<file path="config.mk">
export PLATFORM = sky130hd
export DESIGN_NAME = softmax_exp_engine_flat
export DESIGN_NICKNAME = d
export VERILOG_FILES = /design/src/rtl/softmax_pkg.sv /design/src/rtl/softmax_exp_engine_if.sv /design/src/rtl/softmax_exp_engine_onehot_lut.sv /design/src/rtl/softmax_exp_engine.sv /design/src/flat_wrapper.sv
export SDC_FILE = /design/constraint.sdc
export NUM_CORES = 1
export LEC_CHECK = 0
export ABC_AREA = 1
export CAP_MARGIN = 15
export CORE_MARGIN = 3
export CORE_UTILIZATION = 55
export DETAILED_ROUTE_END_ITERATION = 10
export PLACE_DENSITY_LB_ADDON = 0.12
export SLEW_MARGIN = 20
export SYNTH_ARGS = -nofsm -noshare
export SYNTH_HDL_FRONTEND = slang
export SYNTH_HIERARCHICAL = 1
export SYNTH_SLANG_ARGS = --single-unit
</file>
<file path="constraint.sdc">
create_clock -name clk -period 3.7 [get_ports clk]
set_input_delay 0.74 -clock clk [delete_from_list [all_inputs] [get_ports clk]]
set_output_delay 0.74 -clock clk [all_outputs]
set_load 0.05 [all_outputs]
</file>
<file path="src/rtl/softmax_pkg.sv">
// rtl/softmax_pkg.sv - shared defaults, FSM encoding and saturating add for softmax_exp_engine
package softmax_pkg;

   localparam int DEF_DATA_W    = 8;
   localparam int DEF_VEC_LEN   = 16;
   localparam int DEF_LUT_DEPTH = 16;
   localparam int DEF_EXP_W     = 32;
   localparam int DEF_SUM_W     = 32;

   typedef enum logic [1:0] {LOAD, EMIT, SUM} state_t;

   // Operands are zero-extended into 64 bits by the caller; max_val is the all-ones value of the target width.
   function automatic logic [63:0] sat_add(input logic [63:0] a, input logic [63:0] b,
                                           input logic [63:0] max_val);
      logic [64:0] s;
      s = {1'b0, a} + {1'b0, b};
      if (s > {1'b0, max_val})
         sat_add = max_val;
      else
         sat_add = s[63:0];
   endfunction

endpackage

</file>
<file path="src/rtl/softmax_exp_engine_if.sv">
// rtl/softmax_exp_engine_if.sv - score/exp/sum/LUT-write bundle for softmax_exp_engine
// SOFTMAX_UNDERFLOW_CNT_EN adds the underflow_cnt signal.
interface softmax_exp_engine_if
   import softmax_pkg::*;
#(
   parameter int DATA_W    = DEF_DATA_W,
   parameter int VEC_LEN   = DEF_VEC_LEN,
   parameter int LUT_DEPTH = DEF_LUT_DEPTH,
   parameter int EXP_W     = DEF_EXP_W,
   parameter int SUM_W     = DEF_SUM_W
);
   localparam int IDX_W  = $clog2(VEC_LEN);
   localparam int LUT_AW = $clog2(LUT_DEPTH);

   logic              in_valid;
   logic              in_ready;
   logic [DATA_W-1:0] in_data;
   logic              out_valid;
   logic              out_ready;
   logic [EXP_W-1:0]  out_exp;
   logic [IDX_W-1:0]  out_idx;
   logic              sum_valid;
   logic [SUM_W-1:0]  sum_exp;
   logic              lut_we;
   logic [LUT_AW-1:0] lut_addr;
   logic [EXP_W-1:0]  lut_wdata;
   logic              busy;

`ifdef SOFTMAX_UNDERFLOW_CNT_EN
   logic [$clog2(VEC_LEN+1)-1:0] underflow_cnt;

   modport master (output in_valid, in_data, out_ready, lut_we, lut_addr, lut_wdata,
                   input  in_ready, out_valid, out_exp, out_idx, sum_valid, sum_exp, busy,
                          underflow_cnt);
   modport slave  (input  in_valid, in_data, out_ready, lut_we, lut_addr, lut_wdata,
                   output in_ready, out_valid, out_exp, out_idx, sum_valid, sum_exp, busy,
                          underflow_cnt);
`else
   modport master (output in_valid, in_data, out_ready, lut_we, lut_addr, lut_wdata,
                   input  in_ready, out_valid, out_exp, out_idx, sum_valid, sum_exp, busy);
   modport slave  (input  in_valid, in_data, out_ready, lut_we, lut_addr, lut_wdata,
                   output in_ready, out_valid, out_exp, out_idx, sum_valid, sum_exp, busy);
`endif

endinterface

</file>
<file path="src/rtl/softmax_exp_engine_onehot_lut.sv">
// rtl/softmax_exp_engine_onehot_lut.sv - writable exp LUT read through a one-hot match vector
// An all-zero match vector reads as zero, which is how underflowed elements produce exp=0.
module onehot_lut #(
   parameter int LUT_DEPTH = 16,
   parameter int EXP_W     = 32,
   parameter int AW        = $clog2(LUT_DEPTH)
) (
   input  logic                 clk,
   input  logic                 we,
   input  logic [AW-1:0]        waddr,
   input  logic [EXP_W-1:0]     wdata,
   input  logic [LUT_DEPTH-1:0] mv,
   output logic [EXP_W-1:0]     rdata
);
   logic [EXP_W-1:0] mem [LUT_DEPTH];

   always_ff @(posedge clk) begin
      if (we)
         mem[waddr] <= wdata;
   end

   always_comb begin
      rdata = '0;
      for (int i = 0; i < LUT_DEPTH; i++) begin
         if (mv[i])
            rdata = rdata | mem[i];
      end
   end

endmodule

</file>
<file path="src/rtl/softmax_exp_engine.sv">
// rtl/softmax_exp_engine.sv - buffers a score vector, streams exp(x_i - x_max) and the saturating sum
// SOFTMAX_UNDERFLOW_CNT_EN adds a per-vector count of elements that fell off the end of the LUT.
module softmax_exp_engine
   import softmax_pkg::*;
#(
   parameter int DATA_W    = DEF_DATA_W,
   parameter int VEC_LEN   = DEF_VEC_LEN,
   parameter int LUT_DEPTH = DEF_LUT_DEPTH,
   parameter int EXP_W     = DEF_EXP_W,
   parameter int SUM_W     = DEF_SUM_W
) (
   input logic                clk,
   input logic                reset,
   softmax_exp_engine_if.slave bus
);
   localparam int IDX_W  = $clog2(VEC_LEN);
   localparam int DW1    = DATA_W + 1;
   localparam logic [IDX_W-1:0]         LAST     = IDX_W'(VEC_LEN - 1);
   localparam logic signed [DATA_W-1:0] MAX_INIT = {1'b1, {(DATA_W-1){1'b0}}};
   localparam logic [63:0]              SUM_MAX  = {64{1'b1}} >> (64 - SUM_W);

   state_t                   state, state_nxt;
   logic [IDX_W-1:0]         count;
   logic signed [DATA_W-1:0] max_r;
   logic signed [DATA_W-1:0] vbuf [VEC_LEN];
   logic                     all_issued;
   logic                     out_valid_r;
   logic [EXP_W-1:0]         out_exp_r;
   logic [IDX_W-1:0]         out_idx_r;
   logic [SUM_W-1:0]         sum_r;

   logic                     idle, accept, issue, out_hs, lut_wr, in_range;
   logic signed [DATA_W-1:0] cur;
   logic [DW1-1:0]           k;
   logic [LUT_DEPTH-1:0]     mv;
   logic [EXP_W-1:0]         lut_rdata;

   assign idle   = (state == LOAD) && (count == '0);
   assign accept = (state == LOAD) && bus.in_valid;
   assign issue  = (state == EMIT) && !all_issued && (!out_valid_r || bus.out_ready);
   assign out_hs = out_valid_r && bus.out_ready;
   assign lut_wr = bus.lut_we && idle;

   // k = max - x in one extra bit, so the full signed range never wraps
   assign cur      = vbuf[count];
   assign k        = {max_r[DATA_W-1], max_r} - {cur[DATA_W-1], cur};
   assign in_range = (32'(k) < 32'(LUT_DEPTH));
   assign mv       = in_range ? (LUT_DEPTH'(1) << k) : '0;

   onehot_lut #(.LUT_DEPTH(LUT_DEPTH), .EXP_W(EXP_W)) u_lut (
      .clk   (clk),
      .we    (lut_wr),
      .waddr (bus.lut_addr),
      .wdata (bus.lut_wdata),
      .mv    (mv),
      .rdata (lut_rdata)
   );

   always_ff @(posedge clk or posedge reset) begin
      if (reset)
         state <= LOAD;
      else
         state <= state_nxt;
   end

   always_comb begin
      state_nxt = state;
      case (state)
         LOAD:    if (accept && count == LAST) state_nxt = EMIT;
         EMIT:    if (out_hs && out_idx_r == LAST) state_nxt = SUM;
         SUM:     state_nxt = LOAD;
         default: state_nxt = LOAD;
      endcase
   end

   always_ff @(posedge clk) begin
      if (accept)
         vbuf[count] <= signed'(bus.in_data);
   end

   always_ff @(posedge clk or posedge reset) begin
      if (reset) begin
         count       <= '0;
         max_r       <= MAX_INIT;
         all_issued  <= 1'b0;
         out_valid_r <= 1'b0;
         out_exp_r   <= '0;
         out_idx_r   <= '0;
         sum_r       <= '0;
      end else begin
         if (accept) begin
            if (signed'(bus.in_data) > max_r)
               max_r <= signed'(bus.in_data);
            count <= (count == LAST) ? '0 : count + IDX_W'(1);
         end
         if (issue) begin
            out_valid_r <= 1'b1;
            out_exp_r   <= lut_rdata;
            out_idx_r   <= count;
            count       <= (count == LAST) ? '0 : count + IDX_W'(1);
            if (count == LAST)
               all_issued <= 1'b1;
         end else if (out_hs) begin
            out_valid_r <= 1'b0;
         end
         // The first handshake of a vector restarts the sum, so sum_exp holds until then
         if (out_hs)
            sum_r <= SUM_W'(sat_add((out_idx_r == '0) ? 64'(0) : 64'(sum_r),
                                    64'(out_exp_r), SUM_MAX));
         if (state == SUM) begin
            max_r      <= MAX_INIT;
            all_issued <= 1'b0;
         end
      end
   end

   assign bus.in_ready  = (state == LOAD);
   assign bus.out_valid = out_valid_r;
   assign bus.out_exp   = out_exp_r;
   assign bus.out_idx   = out_idx_r;
   assign bus.sum_valid = (state == SUM);
   assign bus.sum_exp   = sum_r;
   assign bus.busy      = !idle;

`ifdef SOFTMAX_UNDERFLOW_CNT_EN
   localparam int UF_W = $clog2(VEC_LEN + 1);
   logic [UF_W-1:0] uf_cnt;

   always_ff @(posedge clk or posedge reset) begin
      if (reset)
         uf_cnt <= '0;
      else if (state == SUM)
         uf_cnt <= '0;
      else if (issue && !in_range)
         uf_cnt <= uf_cnt + UF_W'(1);
   end

   assign bus.underflow_cnt = uf_cnt;
`endif

endmodule

</file>
<file path="src/flat_wrapper.sv">
// flat-port wrapper written by rule: the top's interface ports become plain ports
module softmax_exp_engine_flat import softmax_pkg::*;
#(
   parameter int DATA_W    = DEF_DATA_W,
   parameter int VEC_LEN   = DEF_VEC_LEN,
   parameter int LUT_DEPTH = DEF_LUT_DEPTH,
   parameter int EXP_W     = DEF_EXP_W,
   parameter int SUM_W     = DEF_SUM_W
)
  (clk, reset, bus_in_valid, bus_in_data, bus_out_ready, bus_lut_we, bus_lut_addr, bus_lut_wdata, bus_in_ready, bus_out_valid, bus_out_exp, bus_out_idx, bus_sum_valid, bus_sum_exp, bus_busy);
  softmax_exp_engine_if #(.DATA_W(DATA_W), .VEC_LEN(VEC_LEN), .LUT_DEPTH(LUT_DEPTH), .EXP_W(EXP_W), .SUM_W(SUM_W)) bus_i ();
  input logic clk;
  input logic reset;
  input wire logic [$bits(bus_i.in_valid)-1:0] bus_in_valid;
  input wire logic [$bits(bus_i.in_data)-1:0] bus_in_data;
  input wire logic [$bits(bus_i.out_ready)-1:0] bus_out_ready;
  input wire logic [$bits(bus_i.lut_we)-1:0] bus_lut_we;
  input wire logic [$bits(bus_i.lut_addr)-1:0] bus_lut_addr;
  input wire logic [$bits(bus_i.lut_wdata)-1:0] bus_lut_wdata;
  output wire logic [$bits(bus_i.in_ready)-1:0] bus_in_ready;
  output wire logic [$bits(bus_i.out_valid)-1:0] bus_out_valid;
  output wire logic [$bits(bus_i.out_exp)-1:0] bus_out_exp;
  output wire logic [$bits(bus_i.out_idx)-1:0] bus_out_idx;
  output wire logic [$bits(bus_i.sum_valid)-1:0] bus_sum_valid;
  output wire logic [$bits(bus_i.sum_exp)-1:0] bus_sum_exp;
  output wire logic [$bits(bus_i.busy)-1:0] bus_busy;
  assign bus_i.in_valid = bus_in_valid;
  assign bus_i.in_data = bus_in_data;
  assign bus_i.out_ready = bus_out_ready;
  assign bus_i.lut_we = bus_lut_we;
  assign bus_i.lut_addr = bus_lut_addr;
  assign bus_i.lut_wdata = bus_lut_wdata;
  assign bus_in_ready = bus_i.in_ready;
  assign bus_out_valid = bus_i.out_valid;
  assign bus_out_exp = bus_i.out_exp;
  assign bus_out_idx = bus_i.out_idx;
  assign bus_sum_valid = bus_i.sum_valid;
  assign bus_sum_exp = bus_i.sum_exp;
  assign bus_busy = bus_i.busy;
  softmax_exp_engine #(.DATA_W(DATA_W), .VEC_LEN(VEC_LEN), .LUT_DEPTH(LUT_DEPTH), .EXP_W(EXP_W), .SUM_W(SUM_W)) u_core (.clk(clk), .reset(reset), .bus(bus_i));
endmodule
</file>
# Yosys cells after proc, flatten, opt, wreduce, memory -nomap -nowiden

Memories as Yosys holds them, arrays and structs flattened.
Index checks and enable logic that the tools add are counted.

Memories: 2
Logic and storage cells: 99
Bits of input ports: 49
Output and inout bits: 72
Register bits: 84
Bits in writable memories: 640

Bitwise operators: 15
Equal/unequal tests: 6
Shift operators: 1
Add/sub/neg operators: 3
Reductions and logical operators: 24
Mux-type cells: 37
Order comparisons: 3

Memory list:

| name             | words | bits a word | read ports | clocked after memory_dff | write ports | line                                | text |
|---|---|---|---|---|---|---|---|
| u_core.u_lut.mem | 16    | 32          | 16         | 0                        | 1           | softmax_exp_engine_onehot_lut.sv:15 | `logic [EXP_W-1:0] mem [LUT_DEPTH];` |
| u_core.vbuf      | 16    | 8           | 1          | 0                        | 1           | softmax_exp_engine.sv:25            | `logic signed [DATA_W-1:0] vbuf [VEC_LEN];` |

Operators by type and width:

| kind                 | count |
|---|---|
| $mux 32              | 18 |
| $or 32x32->32        | 15 |
| $gt 65x32->1 const B | 1 |
| $add 32x32->33       | 1 |
| $mux 8               | 3 |
| $mux 16              | 1 |
| $shl 1x9->16 const A | 1 |
| $mux 4               | 3 |
| $reduce_bool 2->1    | 6 |
| $lt 9x5->1 const B   | 1 |
| $mux 1               | 9 |
| $sub 8x8->9          | 1 |
| $eq 4x4->1 const B   | 2 |
| $gt 8x8->1           | 1 |
| $logic_and 1x1->1    | 8 |
| $logic_not 4->1      | 2 |
| $reduce_and 2->1     | 3 |
| $add 4x1->4 const B  | 1 |
| $mux 2               | 2 |
| $pmux 2 s2           | 1 |
| $logic_not 1->1      | 3 |
| $eq 2x1->1 const B   | 1 |
| $eq 2x2->1 const B   | 1 |
| $logic_not 2->1      | 1 |
| other kinds (3)      | 3 |

# Depth between registers and ports, before layout

An unclocked memory read counts as a cell.

Depth after elaboration: 35
Depth in mapped cells: 27
Gate-level depth less buffers: 23

# By module

Netlist, hierarchy kept.

Modules (own cells, without submodules):

| module             | area an instance (µm²) | seq. area each (µm²) | times used | cells each |
|---|---|---|---|---|
| onehot_lut         | 20196.9                | 15374.7              | 1          | 1707 |
| softmax_exp_engine | 11873.9                | 5947.0               | 1          | 1438 |

# Worst setup path after synthesis

Ideal clock, no wire load.

Kind: reg2reg
Start: reg u_core.state[1]
End: mem u_core.u_lut.mem[12][0] (enable)
Stages on the path, launching flop included: 6
Library setup time: 421 ps
Arrival time: 3715 ps
Setup slack: -436 ps
Required time: 3279 ps
Buffers on the path: 0
Cell sequence: dfrtp_1 nor2_1 nand3_1 nor2_1 nand3_1 nor2_1

Longest elaborated chain between the ends: 5

RTL lines:

| what                         | line                                | text |
|---|---|---|
| from (decl)                  | softmax_exp_engine.sv:22            | `state_t state, state_nxt;` |
| from (signal assigned)       | softmax_exp_engine.sv:63            | `state <= state_nxt;` |
| $logic_not 2->1              | --                                  |  |
| via bus_in_ready             | flat_wrapper.sv:20                  | `output wire logic [$bits(bus_i.in_ready)-1:0] bus_in_ready;` |
| $logic_and 1x1->1            | softmax_exp_engine.sv:38            | `assign idle = (state == LOAD) && (count == '0);` |
| $logic_and 1x1->1            | softmax_exp_engine.sv:42            | `assign lut_wr = bus.lut_we && idle;` |
| via u_core.lut_wr            | softmax_exp_engine.sv:32            | `logic idle, accept, issue, out_hs, lut_wr, in_range;` |
| $mux 1                       | softmax_exp_engine_onehot_lut.sv:18 | `if (we)` |
| $mux 1 (implied by the code) | softmax_exp_engine_onehot_lut.sv:19 | `mem[waddr] <= wdata;` |
| to (decl)                    | softmax_exp_engine_onehot_lut.sv:15 |  |

The timed path passes the listed nets, and every way through them passes these cells.

# Worst setup path after layout

Start: reg u_core.count[0]
End: reg u_core.out_exp_r[28], in the netlist u_core/bus.out_exp[28]

RTL lines:

| what                                              | line                                               | text |
|---|---|---|
| from (decl)                                       | softmax_exp_engine.sv:23                           | `logic [IDX_W-1:0] count;` |
| from (signal assigned)                            | softmax_exp_engine.sv:94                           | `count <= (count == LAST) ? '0 : count + IDX_W'(1);` |
| from (signal assigned)                            | softmax_exp_engine.sv:100                          | `count <= (count == LAST) ? '0 : count + IDX_W'(1);` |
| $mem_v2 16x8 *                                    | --                                                 |  |
| $sub 8x8->9 *                                     | softmax_exp_engine.sv:46                           | `assign k = {max_r[DATA_W-1], max_r} - {cur[DATA_W-1], cur};` |
| $lt 9x5->1 / $shl 1x9->16 (equally long branches) | softmax_exp_engine.sv:47, softmax_exp_engine.sv:48 |  |
| $mux 16 *                                         | softmax_exp_engine.sv:48                           | `assign mv = in_range ? (LUT_DEPTH'(1) << k) : '0;` |
| via u_core.mv[4]                                  | softmax_exp_engine.sv:35                           | `logic [LUT_DEPTH-1:0] mv;` |
| $mux 32 *                                         | softmax_exp_engine_onehot_lut.sv:25                | `if (mv[i])` |
| $or 32x32->32                                     | softmax_exp_engine_onehot_lut.sv:26                | `rdata = rdata \| mem[i];` |
| $mux 32 *                                         | softmax_exp_engine_onehot_lut.sv:25                |  |
| [13 not listed]                                   | --                                                 |  |
| $mux 32 *                                         | softmax_exp_engine_onehot_lut.sv:25                |  |
| $or 32x32->32                                     | softmax_exp_engine_onehot_lut.sv:26                |  |
| $mux 32 *                                         | softmax_exp_engine_onehot_lut.sv:25                |  |
| $or 32x32->32                                     | softmax_exp_engine_onehot_lut.sv:26                |  |
| $mux 32 *                                         | softmax_exp_engine_onehot_lut.sv:25                |  |
| $or 32x32->32                                     | softmax_exp_engine_onehot_lut.sv:26                |  |
| $mux 32 *                                         | softmax_exp_engine_onehot_lut.sv:25                |  |
| via u_core.lut_rdata[28]                          | softmax_exp_engine.sv:36                           | `logic [EXP_W-1:0] lut_rdata;` |
| to (signal assigned)                              | softmax_exp_engine.sv:98                           | `out_exp_r <= lut_rdata;` |
| to (decl)                                         | softmax_exp_engine.sv:28                           | `logic [EXP_W-1:0] out_exp_r;` |

Mark *: on every way through the listed nets, which the timed path passes. The rest lies on a longest branch.
A chain may end at the register's enable or synchronous reset.

==> results.py <==
metrics = {
    "drt": {
        "vias": 23400,
        "drt-total-wl_um": 92270,
        "wl_per_cell_um": 21.44,
        "ant_nets": 0,
        "route.detailed.drc": 0,
        "firstDrtPassIters": 5,
        "drt_iter0_drc": 2317,
        "avgViaCountPerCell": 5.437,
    },
    "power": {
        "p_per_area_nw_per_um2": 585.0,
        "combPwrFrac_pct": 28.0,
        "p_switching_mw": 7.169,
        "total_power_mw": 23.18,
        "p_clk_share_pct": 32.1,
        "irDropWorstVdd_uv": 526.4,
        "p_int_mw": 16.01,
        "switching_share_pct": 30.92,
        "leakagePower_nw": 16.59,
        "seqPwrFrac_pct": 40.0,
    },
    "logic_synthesis": {
        "synth_seq_cells": 724,
        "syn_area_um2": 32070,
        "async_flop_share_pct": 11.60,
        "syn_avg_cell_area_um2": 10.20,
        "ys_types": 45,
        "ys.flop_type": "edfxtp_1",
        "syn_nets": 3248,
        "synthCells": 3145,
        "synth_edf_count": 640,
        "yosysSeqAreaShare_pct": 66.48,
        "yosysWarnings": 6,
    },
    "sta": {
        "relSlewSlack_pct": 36.98,
        "clock.fmax_mhz": 244.8,
        "worst_pin_slew_ps": 941.9,
        "hold_violations": 0,
        "clock-skew-final_ps": 17.46,
        "tns_ps": -10360,
        "setup_viol": 32,
        "drv_slew": 0,
        "min_period_ps": 4085,
        "rsz0062_at_grt": "true",
        "setup_ws_ps": -384.9,
        "fin_crit_sh_pct": 110.4,
        "hold-worst-slack_ps": 506.1,
    },
    "run_status": {
        "violations": "negative setup slack",
        "status": "finished with violations",
    },
    "cells_and_area": {
        "final_cell_mix": "nand2_1 (1200), edfxtp_1 (640), inv_1 (403)",
        "layout-drive-gt1-share_pct": 15.68,
        "fin_nets": 3591,
        "layout_commonest_cell": "nand2_1",
        "fillerInstances": 4314,
        "area_growth_pct": 23.56,
    },
    "die": {
        "core-area_um2": 57040,
        "ios": 121,
        "rows": 87,
        "start_util_pct": 56.23,
        "die_area_um2": 61240,
        "dieWidth_um": 247.5,
        "die_h_um": 247.5,
    },
    "setup_path": {
        "crit_top_cell": "nand2_1",
        "arrival_ps": 4630,
        "required_ps": 4240,
        "cp.buffers_inverters": 8,
        "r2r-end": "u_core/bus.out_exp[28]",
        "rrSetupSlack_ps": -380,
        "max_stage_delay_ps": 500,
        "crit_fanout": 7,
        "critPathKind": "reg -> reg",
        "r2r_start": "u_core/count[0]",
        "path_depth": 28,
        "cp-end-kind": "flip-flop",
        "cp-startpoint": "u_core/count[0]",
        "crit_end": "u_core/bus.out_exp[28]",
        "crit_path_top_delay_cell": "dfrtp_2",
        "startpoint_type": "flip-flop",
        "crit_family": "simple AND/OR/NAND/NOR gates",
        "reg2reg_depth": 28,
    },
    "clock_tree": {
        "clkTransAtPathRegs_ps": 60,
        "root_buffer": "clkbuf_16",
        "cts.sinks": 724,
        "cts_hold_buf": 0,
        "cts_max_path_buffers": 3,
        "numCtsBuffers": 74,
        "cts-htree-levels": 3,
        "cts_tree": "yes",
        "clock_latency_ps": 620,
    },
    "global_routing": {
        "overflow": 0,
        "grt_pass1_vias": 22769,
        "grt_antenna_before_repair": 1,
        "grt_start_max_net_pins": 54,
        "grt_util_all_layers_pct": 29.90,
        "grt_pass1_wl_um": 135800,
    },
    "place": {
        "place_congestion": 0.9106,
        "portBuffers": 120,
        "dp_hpwl_um": 57450,
        "pre_cts_slack_ps": -435.7,
    },
    "run": {
        "cap_violations": 0,
    },
    "worst_hold_path": {
        "min_path_type": "reg -> reg",
    },
}
## Yosys cell counts, types with 9 or more instances
library cell | count | area, um2
nand2_1 | 1262 | 4737
edfxtp_1 | 640 | 19220
inv_1 | 412 | 1546
nor2_1 | 262 | 983.4
dfrtp_1 | 83 | 2077
o21ai_0 | 71 | 355.3
ha_1 | 52 | 650.6
nand3_1 | 52 | 260.3
nand4_1 | 46 | 287.8
o22ai_1 | 39 | 244.0
buf_6 | 31 | 349.1
clkbuf_1 | 31 | 116.4
a21oi_1 | 23 | 115.1
buf_2 | 22 | 110.1
a22o_1 | 14 | 122.6
xor2_1 | 13 | 113.9
nor3_1 | 12 | 60.06
xnor2_1 | 9 | 78.83
## flip-flops by register name, summed over array words and instances (netlist names)
name / flops
u_core/vbuf: 128
u_core/state: 2
u_core/bus.out_exp: 32
u_core/max_r: 8
u_core/bus.out_valid: 1
u_core/bus.sum_exp: 32
u_core/all_issued: 1
u_core/u_lut/mem: 512
u_core/bus.out_idx: 4
u_core/count: 4
## per-layer routing
| metal | up-vias | GRT usage, % | share of wire [%] |
|---|---|---|---|
| met5 | - | 0 | 0 |
| met2 | 1038 | 49.68 | 49 |
| met1 | 11321 | 40.18 | 40 |
| met4 | 0 | 9.801 | 2.9 |
| met3 | 171 | 5.510 | 8.3 |
| li1 | 10870 | - | - |
## kinds of logic after synthesis
| family | after synthesis | share of synthesized area [%] |
|---|---|---|
| xor gates and xnor gates | 22 | 0.6008 |
| buffers and inverters | 508 | 6.812 |
| AOI/OAI and AO/OA | 173 | 3.336 |
| and+or+nand+nor | 1664 | 20.61 |
| DFF | 724 | 66.48 |
| adders and majority gates | 54 | 2.154 |
## timing repair
item | in CTS | in global routing
resized for setup | 126 | 109
endpoints found under the setup margin | 32 | 32
pin swaps | 49 | 86
hold endpoints to repair | 0 | 0
buffers inserted | 38 | 18
gates cloned | 10 | 8
## worst reg2reg max path, delay by kind of cell (launching register included)
family                     cells  cell delay, ps
and+or+nand+nor               16            1670
AOI/OAI and AO/OA              3             520
DFF                            1             500
adders and majority gates      1             280
buffers and inverters          8            1040
## power by group through the flow
stage | clock network (mW) | registers (mW) | logic [mW]
6_report | 7.43 | 9.27 | 6.48
5_1_grt | 7.85 | 9.28 | 6.88
4_1_cts | 7.51 | 9.26 | 5.99
3_5_place_dp | 0 | 9.40 | 4.80
3_3_place_gp | 0 | 9.40 | 4.72
2_1_floorplan | 0 | 9.36 | 2.77
## final cells by class
class	instances	area, um2	area share (%)
diodes	1	2.502	0.006315
well taps	756	945.9	2.387
flip-flops and latches	724	21320	53.81
repair buffers	352	4044	10.20
inverters	422	1595	4.026
clock inverters	43	389.1	0.9820
multi-input cells	1914	9305	23.48
clock buffers	92	2022	5.102
## worst min path at each step
stage,startpoint,endpoint,slack (ps),cells after the start
6_report,u_core/bus.sum_exp[25],u_core/bus.sum_exp[25],510,2
5_1_grt,u_core/all_issued,u_core/all_issued,530,2
4_1_cts,u_core/bus.sum_exp[25],u_core/bus.sum_exp[25],510,2
3_5_place_dp,u_core/bus.sum_exp[25],u_core/bus.sum_exp[25],490,2
3_3_place_gp,u_core/state[1],u_core/state[1],470,1
2_1_floorplan,u_core/state[1],u_core/state[1],450,1
## stage by stage
step                instances  utilization (%)  cell area, um2
floorplan                3145                -           32080
global placement         4096            62.27           35520
detailed placement       4096            62.27           35520
CTS                      4279            68.35           38990
global route             4304            69.47           39630
finish                   4304            69.47           39630
(Power assumes the default switching activity.)
